`src/rtl/rv_pkg.sv`:
```
// Shared widths and the writeback request record used by the writeback arbiter.
package rv_pkg;

  localparam int unsigned XLEN       = 32;
  localparam int unsigned REG_ADDR_W = 5;

  typedef struct packed {
    logic                  valid;
    logic [REG_ADDR_W-1:0] rd;
    logic [XLEN-1:0]       data;
  } wb_req_t;

endpackage

```
`src/rtl/rr_arb2.sv`:
```
// Two-way round-robin arbiter: combinational grant, one-bit lastGrant register.
module rr_arb2 (
  input  logic       i_clk,
  input  logic       i_rst,
  input  logic       i_block,
  input  logic [1:0] i_valid,
  output logic [1:0] o_grant
);

  // Index of the requester granted most recently; reset to 1 so requester 0 wins the first tie.
  logic last_grant_q;
  logic last_grant_d;

  // Grant decode: a lone requester wins outright, a tie goes to the one not granted last.
  always_comb begin
    o_grant = 2'b00;
    if (!i_block) begin
      unique case (i_valid)
        2'b01:   o_grant = 2'b01;
        2'b10:   o_grant = 2'b10;
        2'b11:   o_grant = last_grant_q ? 2'b01 : 2'b10;
        default: o_grant = 2'b00;
      endcase
    end
  end

  // Every grant is a transfer, so lastGrant follows the grant vector directly.
  always_comb begin
    last_grant_d = last_grant_q;
    if (o_grant[0]) begin
      last_grant_d = 1'b0;
    end else if (o_grant[1]) begin
      last_grant_d = 1'b1;
    end
  end

  // lastGrant register with synchronous reset.
  always_ff @(posedge i_clk) begin
    if (i_rst) begin
      last_grant_q <= 1'b1;
    end else begin
      last_grant_q <= last_grant_d;
    end
  end

endmodule

```
`src/rtl/wb_arbiter.sv`:
```
// Writeback arbiter: picks one of two writeback sources per cycle and registers the
// register-file write port one cycle after the transfer.
module wb_arbiter
  import rv_pkg::*;
(
  input  logic                  i_clk,
  input  logic                  i_rst,
  input  logic                  i_flush,
  input  logic                  i_wbValid0,
  input  logic [REG_ADDR_W-1:0] i_wbRd0,
  input  logic [XLEN-1:0]       i_wbData0,
  output logic                  o_wbReady0,
  input  logic                  i_wbValid1,
  input  logic [REG_ADDR_W-1:0] i_wbRd1,
  input  logic [XLEN-1:0]       i_wbData1,
  output logic                  o_wbReady1,
  output logic                  o_regWrite,
  output logic [REG_ADDR_W-1:0] o_writeRegSelect,
  output logic [XLEN-1:0]       o_dataIn,
  output logic                  o_conflict
);

  wb_req_t req0;
  wb_req_t req1;
  wb_req_t win;
  logic [1:0] grant;

  logic                  reg_write_q, reg_write_d;
  logic [REG_ADDR_W-1:0] sel_q, sel_d;
  logic [XLEN-1:0]       data_q, data_d;

  assign req0 = '{valid: i_wbValid0, rd: i_wbRd0, data: i_wbData0};
  assign req1 = '{valid: i_wbValid1, rd: i_wbRd1, data: i_wbData1};

  // Reset blocks grants too, so a request pending across reset is held, not lost.
  rr_arb2 u_rr_arb2 (
    .i_clk   (i_clk),
    .i_rst   (i_rst),
    .i_block (i_flush | i_rst),
    .i_valid ({req1.valid, req0.valid}),
    .o_grant (grant)
  );

  assign o_wbReady0 = grant[0];
  assign o_wbReady1 = grant[1];

  // Same-rd hazard flag only; arbitration order decides which write lands last.
  assign o_conflict = req0.valid && req1.valid && (req0.rd == req1.rd) && (req0.rd != '0);

  // Select the transferring request and form next write-port values.
  always_comb begin
    win         = grant[1] ? req1 : req0;
    reg_write_d = 1'b0;
    sel_d       = sel_q;
    data_d      = data_q;
    if (grant != 2'b00) begin
      // x0 is architecturally zero: address/data still load, but the write is dropped.
      reg_write_d = (win.rd != '0);
      sel_d       = win.rd;
      data_d      = win.data;
    end
  end

  // Registered write port, latency one cycle after the transfer edge.
  always_ff @(posedge i_clk) begin
    if (i_rst) begin
      reg_write_q <= 1'b0;
      sel_q       <= '0;
      data_q      <= '0;
    end else begin
      reg_write_q <= reg_write_d;
      sel_q       <= sel_d;
      data_q      <= data_d;
    end
  end

  assign o_regWrite       = reg_write_q;
  assign o_writeRegSelect = sel_q;
  assign o_dataIn         = data_q;

endmodule
```
`config.mk`:
```
export PLATFORM = sky130hd
export DESIGN_NAME = wb_arbiter
export DESIGN_NICKNAME = d
export VERILOG_FILES = /design/src/rtl/rv_pkg.sv /design/src/rtl/rr_arb2.sv /design/src/rtl/wb_arbiter.sv
export SDC_FILE = /design/constraint.sdc
export NUM_CORES = 1
export LEC_CHECK = 0
export CAP_MARGIN = 20
export CORE_UTILIZATION = 41
export DETAILED_ROUTE_END_ITERATION = 12
export HOLD_SLACK_MARGIN = 0.03
export PLACE_DENSITY = 0.87
export SYNTH_ARGS = -nofsm -noshare
export SYNTH_HDL_FRONTEND = slang
export SYNTH_SLANG_ARGS = --single-unit
export TNS_END_PERCENT = 50
```
`constraint.sdc`:
```
create_clock -name i_clk -period 5.36 [get_ports i_clk]
set_input_delay 1.608 -clock i_clk [delete_from_list [all_inputs] [get_ports i_clk]]
set_output_delay 1.608 -clock i_clk [all_outputs]
set_load 0.005 [all_outputs]
```
; ---- Yosys cells after proc, flatten, opt, wreduce, memory -nomap -nowiden
; Index checks and enable logic that the tools add are counted.
[op_classes]
mux = 6
bitwise_logic = 2
n_eq_ne = 4
reduce_logical = 7
[op_table]
columns = op, count
row1 = $mux 37, 1
row2 = $reduce_bool 5->1, 2
row3 = $pmux 2 s3, 1
row4 = $eq 5x5->1, 1
row5 = $eq 2x2->1 const B, 2
row6 = $mux 2, 2
row7 = $logic_and 1x1->1, 3
row8 = $eq 2x1->1 const B, 1
row9 = $mux 1, 2
row10 = $reduce_bool 2->1, 1
row11 = $reduce_or 2->1, 1
row12 = $not 1->1, 1
row13 = $or 1x1->1, 1
[totals]
input_bits = 79
reg_bits = 39
elab_cells = 23
out_inout_bits = 41

; ---- Logic depth before layout (Yosys ltp)
; Gate-level depths: netlist (run 1).
[depth]
ltp_word = 6
depth_mapped = 5

; ---- Modules after synthesis
; From an unflattened synthesis (run 1), not the netlist that was laid out.
[hier_totals]
hier_cells = 226
area_unflattened_um2 = 1915.6
[modules_own_cells]
columns = mod, n_inst, area_each_um2, cells_per_inst, seq_area_each_um2
row1 = wb_arbiter, 1, 1845.5, 218, 760.7
row2 = rr_arb2, 1, 70.1, 8, 20.0

; ---- Worst setup path after synthesis (run 1)
; OpenSTA, ideal clock, no wires.
[synth_timing]
kind = in2out
from = input i_wbValid1
to = output o_conflict
slack_ps = 1357
stages = 4
n_path_buf = 2
t_required_ps = 3752
arrival_time_ps = 2395
path_cell_list = buf_2 > buf_1 > o2111ai_1 > nor3_1
[synth_via]
elab_chain_cells = 3
[synth_lines]
columns = item, line_no
row1 = from (decl), wb_arbiter.sv:13  ; input logic i_wbValid1,
row2 = $logic_and 1x1->1 (3 in a row), wb_arbiter.sv:48  ; assign o_conflict = req0.valid && req1.valid && (req0.rd == req1.rd) && (req0.rd != '0);
row3 = to (decl), wb_arbiter.sv:20  ; output logic o_conflict
; No other way between the ends.

; ---- Final worst setup path (run 1)
[layout_timing]
from = input i_wbRd1[2]
to = output o_conflict
[layout_via]
elab_chain_cells = 3
[layout_lines]
columns = item, line_no
row1 = from (decl), wb_arbiter.sv:14  ; input logic [REG_ADDR_W-1:0] i_wbRd1,
row2 = $eq 5x5->1, wb_arbiter.sv:48
row3 = $logic_and 1x1->1 (2 in a row), wb_arbiter.sv:48
; No other way between the ends.

==> results.md, run 1 <==
Yosys:
- In the post-synthesis netlist, the biggest area contributors are sky130_fd_sc_hd__dfxtp_1 (39%), sky130_fd_sc_hd__a311oi_1 (16%), sky130_fd_sc_hd__nand4_1 (11%).
- The average cell area after synthesis is 8.14 µm².
- The number of synthesized flops with an enable pin is 0.
- The number of nets in the synthesized netlist is roughly 330.
- The share of the synthesized area in the top cell type is 0.387.
- sky130_fd_sc_hd__dfxtp_1 takes more of the synthesized area than any other cell.
- The synthesized design contains 39 register bits.
- In this run the cell area of the synthesized design comes to 2020 µm².
- After technology mapping, the gate count stands at 248.
- The share of the Yosys chip area taken by registers is 0.387.
- Yosys printed 0 warnings.
- The share of flip-flops with an asynchronous set or reset after synthesis is 0.
- For this run, the leading register cell type out of synthesis is sky130_fd_sc_hd__dfxtp_1.
- Synthesis instantiated 25 different standard cells from the library.

GRT:
- The first global-routing pass estimated 11.0 mm of wire.
- For this run, the total global-route usage over all layers was measured as 0.263.
- The global-route congestion overflow total is 0.
- The number of global-route vias before repair came to 2385.
- Entering global routing, the biggest net connects 75 pins.
- The initial antenna violation count is 0.

Placed design:
- In this run the tool buffered the top-level ports with between 100 and 150 buffer cells.
- The standard cell area after detailed placement is 3230 µm².
- The placer congestion estimate is ~0.74.
- The half-perimeter wire length of the detailed placement result is approximately 4.5 mm.

Routing:
- In the routed layout, each cell is associated on average with a via count of between 5 and 6.
- After detailed routing, the total wire length is 6.84 mm.
- The detail route stage leaves a number of antenna-violating nets equal to 0.
- After detailed routing, the number of remaining DRC violations is 0.
- The average wire per cell in the routed design is 16.5 µm.
- The routed layout has approximately 2.5k vias.
- The iteration-0 DRC count of the detailed router is roughly 160.
- The first detailed-routing pass took 6 iterations.

Finish:
- The number of antenna diodes in the final layout is 0.
- Relative to the synthesized area, the layout overhead comes to 63.8%.
- The count of filler cells inserted in the layout is 418.
- After routing the design area is approximately 3300 µm².
- Of the cells placed in the final design, the portion with a size suffix greater than 1 is 0.0487.
- The post-layout net count is 427.
- The area used by multi-input combinational logic is roughly 1100 µm².
- Registers take between 700 and 800 µm².

Clock network:
- TritonCTS built the clock tree.
- The cell sitting at the root of the clock tree is a sky130_fd_sc_hd__clkbuf_8.
- The number of buffers created by CTS is 5.
- For the worst-skew pair, the clock arrives at the later sink with an insertion delay of between 0.2 and 0.3 ns.
- Buffers added to address setup during post-CTS repair amount to 0.
- In this run the number of H-tree levels came out at 2.
- The post-cts resize count is 0.
- In this run, post-CTS hold repair placed 0 buffers.
- For this design, the sink count on the clock tree is 39.
- The buffer levels on the longest clock path is 2.
- The CTS clock-pin slew for the worst setup and hold paths is approximately 0.08 ns.

STA:
- For the final routed database, the setup TNS stands at 0 ns.
- The transition at the pin with the smallest max-transition slack is 0.706 ns.
- The setup skew after layout is around 0.0076 ns.
- The max-slew violation count is 0.
- Setup violations remaining at the end of the flow were counted as 0.
- The final-report hold violation count was 0.
- Subtracting the final worst setup slack from the clock period gives 4.94 ns.
- The highest clock frequency the design can meet is between 200 and 250 MHz.
- Setup repair after global routing left no endpoint under its margin.
- The headroom to the max-slew limit is 0.529.
- Dividing the final minimum period by the clock period gives 0.921.

Power:
- In this run the power density over the cells is between 200 and 250 nW/µm².
- Summed over all nets, the switching power comes to roughly 0.19 mW.
- The internal power is about 0.51 mW.
- The worst-case IR drop observed on VDD is 0.106 mV.
- The fraction of power consumed by sequential logic is 0.453.
- The static leakage power is between 1 and 1.5 nW.
- The share of total power dissipated in the clock network is 0.271.
- The combinational group share of total power is 0.275.
- Of the total power, the share spent switching nets is 0.273.

Floorplanning:
- The chip height is slightly above 70 µm.
- After floorplanning, the core was divided into 25 placement rows.
- In this run the count of I/O pins placed on the die edge is between 100 and 150.
- The initial utilization of the core area, before any placement, comes to 0.428.
- The die covers about 5200 µm².
- The die span in x is 72.2 µm.
- The area of the placeable core is approximately 4700 µm².

Outcome:
- The flow ran to the end, and the final reports show no timing, DRC or antenna violations.

Hold path:
- The worst min-delay path class is flop to flop.

Critical path:
- The worst setup path is captured at an output port.
- STA classifies the critical path startpoint as a primary input.
- The critical setup path kind is primary input to output port.
- Data on the critical path arrives at its endpoint at around 3.3 ns.
- Along the worst path, the maximum fanout reaches 3.
- The endpoint required time on the critical path is 3.75 ns.

Run:
- Across the run, the number of max-cap violations was 0.
[kinds of logic after synthesis]
kind of cell	after synthesis	share of synthesized area
compound gates	116	0.364
xor+xnor	4	0.0173
buf+inv	38	0.0781
flops	39	0.387
simple gates	51	0.154
[layout make-up]
class | instances | area share
Inverter | 3 | 0.00341
Clock buffer | 7 | 0.0231
Clock inverter | 1 | 0.00151
Timing Repair Buffer | 128 | 0.381
Sequential cell | 39 | 0.236
Multi-Input combinational cell | 171 | 0.329
Tap cell | 67 | 0.0253
[metal layers]
| metal | track usage | wire length, µm |
|---|---|---|
| met3 | 0.0542 | 615 |
| met2 | 0.427 | 3260 |
| met4 | 0.107 | 98 |
| met5 | 0 | 0 |
| met1 | 0.343 | 2870 |
[power by group through the flow]
stage | logic, mW | registers (mW) | clock network [mW]
2_1_floorplan | 0.0739 | 0.326 | 0
6_report | 0.193 | 0.318 | 0.191
4_1_cts | 0.193 | 0.318 | 0.196
3_3_place_gp | 0.188 | 0.324 | 0
5_1_grt | 0.209 | 0.320 | 0.206
3_5_place_dp | 0.192 | 0.325 | 0
[worst max-delay path, stage by stage]
cell,delay (ns)
sky130_fd_sc_hd__clkdlybuf4s50_1,0.48
sky130_fd_sc_hd__or4_1,0.57
sky130_fd_sc_hd__a21oi_1,0.16
sky130_fd_sc_hd__nor3_1,0.06
sky130_fd_sc_hd__clkdlybuf4s50_1,0.44
[flip-flops by register name (all words and copies together) (netlist names)]
| signal | count |
|---|---|
| o_writeRegSelect | 5 |
| o_dataIn | 32 |
| o_regWrite | 1 |
| u_rr_arb2.last_grant_q | 1 |
[final timing paths]
kind                     startpoint          end  slack (ns)  cells past startpoint
max                      i_wbRd1[2]   o_conflict        0.42                      5
min                     o_dataIn[0]  o_dataIn[0]        0.52                      2
max reg2reg  u_rr_arb2.last_grant_q   o_regWrite        3.74                      4
min reg2reg             o_dataIn[0]  o_dataIn[0]        0.52                      2
[synth_stat cells (3+ instances only)]
cell                       number
sky130_fd_sc_hd__inv_1          3
sky130_fd_sc_hd__o21ai_1        6
sky130_fd_sc_hd__clkbuf_1      24
sky130_fd_sc_hd__dfxtp_1       39
sky130_fd_sc_hd__nor2_1         3
sky130_fd_sc_hd__xnor2_1        4
sky130_fd_sc_hd__o21ai_0       31
sky130_fd_sc_hd__a311oi_1      37
sky130_fd_sc_hd__buf_1          4
sky130_fd_sc_hd__nand4_1       36
sky130_fd_sc_hd__a21oi_1       38
sky130_fd_sc_hd__or4_1          3
sky130_fd_sc_hd__buf_2          6
[cells in the final DEF (no fill, tap or decap)]
cell type                         count
sky130_fd_sc_hd__clkdlybuf4s50_1    118
sky130_fd_sc_hd__dfxtp_1             39
sky130_fd_sc_hd__a21oi_1             38
sky130_fd_sc_hd__a311oi_1            37
sky130_fd_sc_hd__nand4_1             36
sky130_fd_sc_hd__o21ai_0             31
sky130_fd_sc_hd__buf_4                8
sky130_fd_sc_hd__o21ai_1              6
sky130_fd_sc_hd__clkbuf_8             5
sky130_fd_sc_hd__xnor2_1              4
sky130_fd_sc_hd__inv_1                3
sky130_fd_sc_hd__or4_1                3
sky130_fd_sc_hd__nand2b_1             2
sky130_fd_sc_hd__a211o_1              2
sky130_fd_sc_hd__nor2_1               2
sky130_fd_sc_hd__clkbuf_1             2
sky130_fd_sc_hd__nor2_4               1
sky130_fd_sc_hd__and3_1               1
sky130_fd_sc_hd__o2111ai_1            1
sky130_fd_sc_hd__nand3_1              1
sky130_fd_sc_hd__nor3_1               1
sky130_fd_sc_hd__or2_1                1
sky130_fd_sc_hd__and2_1               1
sky130_fd_sc_hd__nand2_1              1
sky130_fd_sc_hd__o311a_1              1
sky130_fd_sc_hd__or3_1                1
sky130_fd_sc_hd__clkinv_2             1
sky130_fd_sc_hd__buf_2                1
sky130_fd_sc_hd__buf_8                1
[stage by stage]
step	setup WS, ns	cells	power [mW]	hold slack [ns]	utilization
2_1_floorplan	1.36	248	0.400	0.474	-
3_3_place_gp	0.451	407	0.512	0.486	0.680
3_5_place_dp	0.445	408	0.517	0.509	0.683
4_1_cts	0.438	416	0.707	0.523	0.700
5_1_grt	0.398	416	0.736	0.545	0.700
6_report	0.424	416	0.702	0.523	0.700
Note: power is estimated with default switching activity, not from simulation.
==> run 2, diff against run 1 <==
--- a/config.mk
+++ b/config.mk
@@ -6,11 +6,12 @@
 export NUM_CORES = 1
 export LEC_CHECK = 0
 export CAP_MARGIN = 20
-export CORE_UTILIZATION = 41
+export CORE_UTILIZATION = 40
 export DETAILED_ROUTE_END_ITERATION = 12
 export HOLD_SLACK_MARGIN = 0.03
-export PLACE_DENSITY = 0.87
+export PLACE_DENSITY = 0.86
 export SYNTH_ARGS = -nofsm -noshare
 export SYNTH_HDL_FRONTEND = slang
+export SYNTH_HIERARCHICAL = 1
 export SYNTH_SLANG_ARGS = --single-unit
 export TNS_END_PERCENT = 50
==> run 2 against run 1 <==
The run now ends with design-rule violations left. Critical path depth is the same. Fmax is 0.91% higher. Non-clock buffer count shrank 6. First-iteration DRC count decreased by 49%. Hold slack improved by 0.074 ns. Total power down 3.1%. Clock-buffer cell count increased by 1. Critical endpoint unchanged. Highest routed layer unchanged.
==> results.md, run 2 <==
Finish:
- The area growth from synthesis to layout is 68.1%.
- The top cell types in the final layout, fill and taps aside, are sky130_fd_sc_hd__clkdlybuf4s50_1 (119), sky130_fd_sc_hd__nand2_1 (72), sky130_fd_sc_hd__dfxtp_1 (39).
- The number of antenna diodes in the final layout is 0.
- The final core area utilization is 0.720.
- In the final layout, the share of cells above drive strength 1 is 0.0971.
- The count of filler cells inserted in the layout is around 400.
- The post-layout net count is approximately 420.
- The library cell used most frequently in the layout, excluding fill and tap cells, is sky130_fd_sc_hd__clkdlybuf4s50_1.
- The final cell count without fillers is 392.
- The number of flip-flops under the largest register name is 32.

Outcome:
- The run finished, with violations left.
- The final reports fail on design-rule violations.

Clock network:
- The number of buffers created by CTS is 5.
- The number of hold buffers added after CTS was 0.
- The number of sinks driven by the clock tree is 39.
- The post-cts resize count is 0.
- The clock tree from TritonCTS is done.
- The buffers inserted during post-CTS setup optimization is 0.
- The cell sitting at the root of the clock tree is a sky130_fd_sc_hd__clkbuf_8.
- The clock passes through at most 2 buffers.
- The clock tree synthesis step divided the H-tree into 2 levels.
- The CTS clock-pin slew for the worst setup and hold paths is 0.07 ns.
- For the worst-skew pair, the clock arrives at the later sink with an insertion delay of about 0.28 ns.

STA:
- The post-route minimum period is 4.89 ns.
- The final total negative setup slack is 0 ns.
- Derived from the worst setup path, the maximum achievable clock frequency is a little over 200 MHz.
- Setup repair after global routing left no endpoint under its margin.
- The number of setup violations in the final report is 0.
- The max-slew violation count is 0.
- The setup skew after layout is 0.00372 ns.
- The final worst slack is 0.469 ns.
- The final-report hold violation count is 0.
- In the finished design, the share of the clock period the worst path needs comes to 0.913.
- The transition at the pin with the smallest max-transition slack is 0.655 ns.
- The headroom to the max-slew limit is 0.563.

Power:
- The worst-case IR drop observed on VDD is approximately 0.13 mV.
- In this run the static leakage power is ~1.2 nW.
- The completed layout was analyzed and its total power is just under 0.7 mW.
- For this design the ratio of total power to cell area is between 200 and 250 nW/µm².

Routing:
- After detailed routing, no signal wire sits above met4.
- The via count is 1946.
- The final layout contains routed wiring with a total length of 5.19 mm.
- The routed length on met1 is 2.14 mm.
- After detailed routing, the number of remaining DRC violations is 10.
- The total met2 wirelength after detailed routing is 2.48 mm.
- The iteration-0 DRC count of the detailed router is 83.
- The average wire per cell in the routed design is around 13 µm.
- The first TritonRoute pass finished after 8 iterations.
- Using the TritonRoute via totals, the vias-per-cell ratio works out to about 5.
- The length of routed met3 wiring is around 470 µm.
- The residual antenna-violating net count after detailed routing is 0.

Yosys:
- The share of the synthesized area in the top cell type is 0.408.
- In this run, synthesis produced a sequential element count of 39.
- Counting every net in the synthesized netlist gives 305.
- The number of standard cells after synthesis is 226.
- The number of distinct standard cells referenced by the synthesized netlist is 28.
- The dominant synthesized flop cell is sky130_fd_sc_hd__dfxtp_1.
- During synthesis, Yosys emitted a total of 6 warnings.
- In the synthesized netlist the async set-or-reset flop fraction comes to 0.
- Among all cell types in the netlist, the one instantiated most often is sky130_fd_sc_hd__nand2_1.
- Sorting the synthesized cells by how often they occur yields sky130_fd_sc_hd__nand2_1 (72), sky130_fd_sc_hd__a21oi_1 (39), sky130_fd_sc_hd__dfxtp_1 (39), sky130_fd_sc_hd__mux2_1 (18), sky130_fd_sc_hd__mux2_2 (18).
- By area the synthesized netlist is led by sky130_fd_sc_hd__dfxtp_1 (41%), sky130_fd_sc_hd__nand2_1 (14%), sky130_fd_sc_hd__mux2_1 (11%).
- The dominant cell type by area after synthesis is sky130_fd_sc_hd__dfxtp_1.
- In this run, synthesis inferred 0 flip-flops with an integrated enable.
- The synthesized netlist occupies a cell area of about 1900 µm².
- The sequential element share of the synthesized area is 0.408.
- Dividing the synthesized area by the synthesized cell count gives around 8.5 µm².

Critical path:
- In this run the critical register-to-register path is launched from u_rr_arb2/last_grant_q.
- The end point of the critical path is o_conflict.
- The critical path runs through a total of 5 cells.
- The family with the most delay on the worst path is buffers and inverters.
- The worst setup path is launched from a primary input.
- The setup check on the worst reg-to-reg path leaves a slack of roughly 3.5 ns.
- The endpoint required time on the critical path is between 3 and 4 ns.
- On the worst path, the slowest cell contributes a delay of between 0.5 and 0.6 ns.
- Measured in cells, the most critical reg-to-reg path has a length of 5.
- The worst setup path is of the primary input to output port kind.
- The most repeated library cell on the critical path is sky130_fd_sc_hd__clkdlybuf4s50_1.
- The end of the worst register-to-register path is o_regWrite.
- At the worst endpoint, the arrival time is 3.28 ns.
- The critical-path cell with the highest stage delay is sky130_fd_sc_hd__or4_1.
- The kind of end point of the critical path is an output port.
- Tracing the worst setup path back leads to its startpoint at i_wbRd0[3].
- Counting both buffers and inverters, the worst setup path holds a total of 2.
- Along the worst path, the maximum fanout reaches 4.
- Walking the worst path, the cells encountered are clkdlybuf4s50_1, or4_1, a21oi_1, nor3_1, clkdlybuf4s50_1.

Placed design:
- The number of port buffers is approximately 120.
- At the end of routability-driven placement, the weighted congestion stood at around 0.76.
- The half-perimeter wire length of the detailed placement result is ~3.6 mm.
- Including well taps, the total number of placed cells is ~380.
- The setup slack at placement is approximately 0.47 ns.

Floorplanning:
- The die span in x is 71.2 µm.
- The region available for standard cell placement spans approximately 4500 µm².
- The number of placement rows is 24.
- The number of top-level pins is 120.
- The starting utilization of the core area is 0.428.
- The floorplan die area is between 5000 and 6000 µm².
- From bottom edge to top edge, the die measures just over 70 µm.

Hold path:
- The worst hold path belongs to the class flop to flop.

GRT:
- The number of global-route vias before repair came to ~1.8k.
- In the global route stage, overall resource usage came out at 0.205.
- The first global-routing pass estimated roughly 8.2 mm of wire.
- The initial antenna violation count was 0.
- The maximum number of pins on one net before global-route repair is 40.
- Summed over all layers, the global routing overflow is 0.

Run:
- The number of maximum-capacitance violations is 0.
[run 2: cell types whose count changed after synthesis, moves of 2 or more]
cell / delta
sky130_fd_sc_hd__nand2_1: +71
sky130_fd_sc_hd__a311oi_1: -37
sky130_fd_sc_hd__nand4_1: -36
sky130_fd_sc_hd__o21ai_0: -31
sky130_fd_sc_hd__mux2_1: +18
sky130_fd_sc_hd__mux2_2: +18
sky130_fd_sc_hd__clkbuf_1: -16
sky130_fd_sc_hd__o21ai_1: -5
sky130_fd_sc_hd__buf_1: -4
sky130_fd_sc_hd__buf_2: -3
sky130_fd_sc_hd__buf_4: +2
sky130_fd_sc_hd__inv_1: -2
[run 2: cells by family (layout without fill, tap and decap cells)]
| logic type | count (synthesis) | in the layout | share of synthesized area |
|---|---|---|---|
| AOI/OAI and AO/OA | 43 | 43 | 0.118 |
| and+or+nand+nor | 85 | 85 | 0.185 |
| buffers and inverters | 18 | 132 | 0.0549 |
| muxes | 37 | 37 | 0.217 |
| DFF | 39 | 39 | 0.408 |
| xor gates and xnor gates | 4 | 4 | 0.0183 |
[run 2: area by class of cell]
type	count	area [µm²]	share of cell area
Tap cell	52	65.1	0.0202
Timing Repair Buffer	122	1210	0.377
Multi-Input combinational cell	169	1050	0.327
Sequential cell	39	781	0.243
Clock buffer	8	100	0.0311
Inverter	2	7.51	0.00233
[run 2: report_power, final]
part	switching, mW	total, mW	internal (mW)
sequential	0.00656	0.311	0.305
combinational	0.0496	0.153	0.103
clock	0.0988	0.216	0.117
total	0.155	0.680	0.525
[run 2: stage by stage]
| step | hold slack, ns | cell area [µm²] |
|---|---|---|
| finish | 0.597 | 3220 |
| global route | 0.632 | 3220 |
| CTS | 0.594 | 3220 |
| detailed placement | 0.569 | 3120 |
| global placement | 0.544 | 3120 |
| floorplan | 0.483 | 1920 |
[run 2: worst min-delay path by stage]
stage               cells after the start                endpoint                    from
detailed placement                      1  u_rr_arb2/last_grant_q  u_rr_arb2/last_grant_q
finish                                  2     o_writeRegSelect[3]     o_writeRegSelect[3]
global route                            1  u_rr_arb2/last_grant_q  u_rr_arb2/last_grant_q
global placement                        2     o_writeRegSelect[3]     o_writeRegSelect[3]
floorplan                               1  u_rr_arb2/last_grant_q  u_rr_arb2/last_grant_q
CTS                                     1  u_rr_arb2/last_grant_q  u_rr_arb2/last_grant_q
[run 2: metal layers]
| metal | vias up | global-route usage |
|---|---|---|
| li1 | 991 | - |
| met1 | 871 | 0.237 |
| met2 | 75 | 0.353 |
| met3 | 9 | 0.0641 |
| met4 | 0 | 0.0800 |
| met5 | - | 0 |
[run 2: worst register-to-register path: stages, from the launching register on]
cell	delay (ns)
sky130_fd_sc_hd__dfxtp_1	0.42
sky130_fd_sc_hd__a21oi_4	0.07
sky130_fd_sc_hd__buf_4	0.26
sky130_fd_sc_hd__inv_2	0.56
sky130_fd_sc_hd__nor2_1	0.15
sky130_fd_sc_hd__a221oi_1	0.27
